**config.mk**
```make
export PLATFORM = sky130hd
export DESIGN_NAME = emax_blk_arb
export DESIGN_NICKNAME = d
export VERILOG_FILES = /design/src/rtl/emax_pkg.sv /design/src/rtl/rvfifo_cc.sv /design/src/rtl/emax_blk_arb.sv
export SDC_FILE = /design/constraint.sdc
export NUM_CORES = 1
export LEC_CHECK = 0
export ABC_AREA = 1
export CORE_UTILIZATION = 30
export CTS_CLUSTER_DIAMETER = 40
export DETAILED_ROUTE_END_ITERATION = 10
export GPL_ROUTABILITY_DRIVEN = 0
export GPL_TIMING_DRIVEN = 0
export PLACE_DENSITY = 0.81
export SETUP_SLACK_MARGIN = 0.3
export SLEW_MARGIN = 5
export SYNTH_ARGS = -nofsm -noshare
export SYNTH_HDL_FRONTEND = slang
export SYNTH_HIERARCHICAL = 1
export SYNTH_SLANG_ARGS = --single-unit
```
**constraint.sdc**
```tcl
create_clock -name clk -period 2.75 [get_ports clk]
set_input_delay 0.55 -clock clk [delete_from_list [all_inputs] [get_ports clk]]
set_output_delay 0.55 -clock clk [all_outputs]
set_load 0.1 [all_outputs]
```
**src/rtl/emax_pkg.sv**
```systemverilog
// rtl/emax_pkg.sv - shared sizing helpers and arbiter state type for the emax datapath
package emax_pkg;

  typedef enum logic {
    IDLE  = 1'b0,
    BURST = 1'b1
  } arb_state_t;

  function automatic int fpblk_sz(input int dim);
    return 1 << (2 * dim);
  endfunction

  function automatic int id_w(input int n);
    return (n <= 1) ? 1 : $clog2(n);
  endfunction

endpackage

```
**src/rtl/rvfifo_cc.sv**
```systemverilog
// rtl/rvfifo_cc.sv - single-clock ready/valid fifo; a full queue refuses push even when popping
module rvfifo_cc #(
  parameter int W     = 8,
  parameter int DEPTH = 4
) (
  input  logic         clk,
  input  logic         reset,
  input  logic [W-1:0] s_port_data,
  input  logic         s_port_valid,
  output logic         s_port_ready,
  output logic [W-1:0] m_port_data,
  output logic         m_port_valid,
  input  logic         m_port_ready
);

  localparam int AW = (DEPTH > 1) ? $clog2(DEPTH) : 1;
  localparam int CW = $clog2(DEPTH + 1);

  logic [W-1:0]  mem [DEPTH];
  logic [AW-1:0] wr_ptr;
  logic [AW-1:0] rd_ptr;
  logic [CW-1:0] count;
  logic          push;
  logic          pop;

  function automatic logic [AW-1:0] next_ptr(input logic [AW-1:0] p);
    return (p == AW'(DEPTH - 1)) ? '0 : p + AW'(1);
  endfunction

  assign s_port_ready = (count != CW'(DEPTH));
  assign m_port_valid = (count != '0);
  assign m_port_data  = mem[rd_ptr];
  assign push         = s_port_valid && s_port_ready;
  assign pop          = m_port_valid && m_port_ready;

  always_ff @(posedge clk) begin
    if (push) begin
      mem[wr_ptr] <= s_port_data;
    end
  end

  always_ff @(posedge clk) begin
    if (!reset) begin
      wr_ptr <= '0;
      rd_ptr <= '0;
      count  <= '0;
    end else begin
      if (push) begin
        wr_ptr <= next_ptr(wr_ptr);
      end
      if (pop) begin
        rd_ptr <= next_ptr(rd_ptr);
      end
      case ({push, pop})
        2'b10:   count <= count + CW'(1);
        2'b01:   count <= count - CW'(1);
        default: count <= count;
      endcase
    end
  end

endmodule

```
**src/rtl/emax_blk_arb.sv**
```systemverilog
// rtl/emax_blk_arb.sv - block-granular round-robin arbiter feeding one find_emax from N fp streams
module emax_blk_arb
  import emax_pkg::*;
#(
  parameter int FP        = 32,
  parameter int DIM       = 2,
  parameter int N         = 4,
  parameter int TAG_DEPTH = 4,
  localparam int ID_W     = id_w(N)
) (
  input  logic              clk,
  input  logic              reset,
  input  logic [N*FP-1:0]   s_fp_data,
  input  logic [N-1:0]      s_fp_valid,
  output logic [N-1:0]      s_fp_ready,
  output logic [FP-1:0]     m_fp_data,
  output logic              m_fp_valid,
  input  logic              m_fp_ready,
  output logic [ID_W-1:0]   m_tag_data,
  output logic              m_tag_valid,
  input  logic              m_tag_ready
);

  localparam int BLK   = fpblk_sz(DIM);
  localparam int CNT_W = (2 * DIM > 0) ? 2 * DIM : 1;
  localparam logic [CNT_W-1:0] CNT_LAST = CNT_W'(BLK - 1);

  arb_state_t      state;
  logic [ID_W-1:0] rr_ptr;
  logic [ID_W-1:0] grant;
  logic [CNT_W-1:0] cnt;
  logic [ID_W-1:0] win;
  logic [ID_W-1:0] cand;
  logic            found;
  logic            beat;
  logic            tag_push;
  logic            tag_ready;
  logic [FP-1:0]   lane [N];

  for (genvar i = 0; i < N; i++) begin : g_lane
    assign lane[i] = s_fp_data[i*FP +: FP];
  end

  // Search starts one past the last completed grant so every requester gets a turn.
  always_comb begin
    found      = 1'b0;
    win        = '0;
    cand       = '0;
    m_fp_data  = lane[grant];
    m_fp_valid = 1'b0;
    s_fp_ready = '0;
    for (int k = 1; k <= N; k++) begin
      cand = ID_W'((int'(rr_ptr) + k) % N);
      if (!found && s_fp_valid[cand]) begin
        found = 1'b1;
        win   = cand;
      end
    end
    if (state == BURST) begin
      m_fp_valid        = s_fp_valid[grant];
      s_fp_ready[grant] = m_fp_ready;
    end
    beat     = m_fp_valid && m_fp_ready;
    tag_push = (state == IDLE) && found;
  end

  always_ff @(posedge clk) begin
    if (!reset) begin
      state  <= IDLE;
      rr_ptr <= ID_W'(N - 1);
      grant  <= '0;
      cnt    <= CNT_LAST;
    end else begin
      case (state)
        IDLE: begin
          // The tag is pushed in the same cycle as the grant, so a full queue blocks the grant.
          if (found && tag_ready) begin
            grant <= win;
            cnt   <= CNT_LAST;
            state <= BURST;
          end
        end
        BURST: begin
          if (beat) begin
            if (cnt != '0) begin
              cnt <= cnt - CNT_W'(1);
            end else begin
              rr_ptr <= grant;
              state  <= IDLE;
            end
          end
        end
        default: state <= IDLE;
      endcase
    end
  end

  rvfifo_cc #(
    .W     (ID_W),
    .DEPTH (TAG_DEPTH)
  ) u_que_tag (
    .clk          (clk),
    .reset        (reset),
    .s_port_data  (win),
    .s_port_valid (tag_push),
    .s_port_ready (tag_ready),
    .m_port_data  (m_tag_data),
    .m_port_valid (m_tag_valid),
    .m_port_ready (m_tag_ready)
  );

endmodule

```
==> run metrics <==
CTS tree=yes; Leakage=1.932 nW; main combinational cell family by area after synthesis=simple AND/OR/NAND/NOR gates; Mean Syn Cell Area=6.704 sq um; crit path max fanout=10; Largest stage delay, worst path=0.44 ns; Routed Antenna Nets=0; xor/xnor share of the synthesized area=0%; final period utilization=86.21%; area of the multi-input gates=1526 sq um; Layout Utilization=57.88%; synthesis-stage register bit count=26; status=completed; share of cells above drive strength 1=19.12%; metal2 WL=4645 um; TritonRoute pass-1 iters=4; Seq/Total Area, Yosys=26.27%; filler-free cell count of the finished design=622; # port buffers=175; vias in the first global route=2983; Via Count=3066; R2R Path Start=rr_ptr[0]; cell area after placement=4177 sq um; initial cell density of the core=31.35%; Top FF cell, synth=dfxtp_1; uppermost layer routed=met4; WL met3=533 um; Worst Skew=0.002349 ns; largest net degree at the start of global routing=16; crit path cell chain=inv_2 -> nor2_2 -> clkbuf_4 -> a22oi_1 -> nand2_1 -> clkbuf_4; detailed placement HPWL=7359 um; vias per std cell=4.929; DRT met1 WL=3549 um; diode count=0; Critical Path Start Type=flip-flop; Post-synth EDFFs=8; most frequent cells in the layout=clkdlybuf4s50_1 (131), nand2_1 (94), a22oi_1 (53), inv_1 (30), nand3_1 (27); Filler cells=694; wire length per cell=14.38 um; top cells by area, synth=a22oi_1 (17%), dfxtp_1 (16%), nand2_1 (16%); H-Tree Depth=1; Reg2Reg Capture Point=u_que_tag/count[2]; Area growth syn-to-layout=84.62%; post-synth top area cell=a22oi_1; slew margin rel.=36.79%; WHS Path Cells=2; critical path data required time=2.20 ns; post-synthesis compound-gate area fraction=23.59%; RSZ-0062 raised after global routing=true; most frequent CP cell=clkbuf_4; HP Start=cnt[2]; syn_nets=486; die width=89.29 um; total CTS buffers=3; clock-pin slew on the worst setup and hold paths=0.09 ns; worst-skew pair later-pin latency=0.27 ns; CTS Buffer Depth=2; max-slew violations=0; initial antenna violation count=0; Rows=31; VDD IR max=0.5059 mV; Crit. End Element=output pin; worst hold endpoint=cnt[2]; die span in y=89.29 um; r2r setup slk=0.50 ns; core box area=7292 sq um; total of max-cap violations=0; simple-gate share of the synthesized area=35.85%; pwr dens=847.2 nW/um^2; dpl cells=615; worst hold slack=0.4956 ns; DRC violations left=0; crit path DAT=1.82 ns; Slew @ Worst Pin=0.9519 ns; mapped cell area=2286 sq um; Pwr Total=3.575 mW; Crit Path Class=reg -> out; critical path's slowest cell=dfxtp_2; Post-Route WL=8944 um; Final Hold Violating Endpoints=0; Syn Inst Count=341; Setup violations, final=0; clk root buf=clkbuf_8; sequential cell area=604.3 sq um; first-pass GRT wire length=13140 um; post-synthesis mux area share=0%; Nets=669; Yosys cell types=31; Final Critical Period=2.371 ns; commonest non-fill, non-tap cell in the layout=clkdlybuf4s50_1; synthesis warning total=6; Synth async-reset ratio=0%; post-synth top area share=17.41%; num ports=176; total gr overflow=0; reg2reg path depth=18; DIE AREA=7973 sq um; clock sink total=26; Worst Hold Class=reg -> reg; Tot GR Track Use=20.82%; post-synthesis adder-cell area fraction=5.255%; final instance area=4220 sq um; FMAX=421.8 MHz; Iteration-0 DRC Markers=92
power by group:
part           switching (mW)  total (mW)  internal [mW]
Combinational            2.00        2.69          0.699
Clock                   0.121       0.316          0.195
Sequential             0.0797       0.565          0.485
Total                    2.20        3.58           1.38
worst max-delay path by stage:
| stage | from | end |
|---|---|---|
| after global routing | grant[0] | m_fp_data[4] |
| after floorplan | m_fp_ready | s_fp_ready[0] |
| after CTS | grant[0] | m_fp_data[4] |
| final | grant[0] | m_fp_data[4] |
| after detailed placement | s_fp_valid[2] | m_fp_valid |
| after global placement | s_fp_valid[2] | m_fp_valid |
synthesized netlist by cell type (all sizes together) (3+ instances only):
master  count
a21oi       5
a22oi      53
buf         3
clkbuf     11
dfxtp      18
edfxtp      8
ha          8
inv        39
nand2     109
nand3      30
nand4       3
nor2       29
o21ai      12
cell families after synthesis:
group                      count (synthesis)
AOI/OAI and AO/OA                         77
adders and majority gates                  9
buffers and inverters                     54
DFF                                       26
and+or+nand+nor                          175
per-layer routing:
metal | vias to the layer above | track usage [%]
li1 | 1532 | -
met1 | 1382 | 25.50
met2 | 134 | 37.89
met3 | 18 | 3.047
met4 | 0 | 5.628
met5 | - | 0
area by class of cell:
cell class	count	area share, %
timing repair buffer	178	39.52
multi-input combinational	261	36.17
sequential	26	14.32
inverter	40	3.558
tap	99	2.935
buffer	14	1.808
clock buffer	3	0.9784
clock inverter	1	0.7115
repair_timing:
action,4_1_cts,5_1_grt
setup endpoints to repair,42,40
pin swaps,5,1
hold buffers,0,0
buffers inserted,3,0
gates cloned,0,0
gates resized for setup,227,42
worst max-delay path, delay by kind of cell (launching register included):
| kind | cells | cell delay, ns |
|---|---|---|
| compound gates | 1 | 0.10 |
| buf+inv | 3 | 0.69 |
| flops | 1 | 0.44 |
| simple gates | 2 | 0.32 |
sequential cells by signal, summed over array words and instances, names as in the netlist, named ones only:
register          count
u_que_tag/count       3
u_que_tag/rd_ptr      2
u_que_tag/wr_ptr      2
grant                 2
u_que_tag/mem         8
rr_ptr                2
cnt                   4
state                 1
per-stage QoR:
| step | worst slack [ns] | TNS, ns |
|---|---|---|
| floorplan | -0.4803 | -0.9605 |
| global placement | -0.4719 | -13.16 |
| finish | 0.3793 | 0 |
| detailed placement | -0.4918 | -13.71 |
| global route | 0.2345 | 0 |
| CTS | 0.2606 | 0 |
Note: power is estimated with default switching activity, not from simulation.
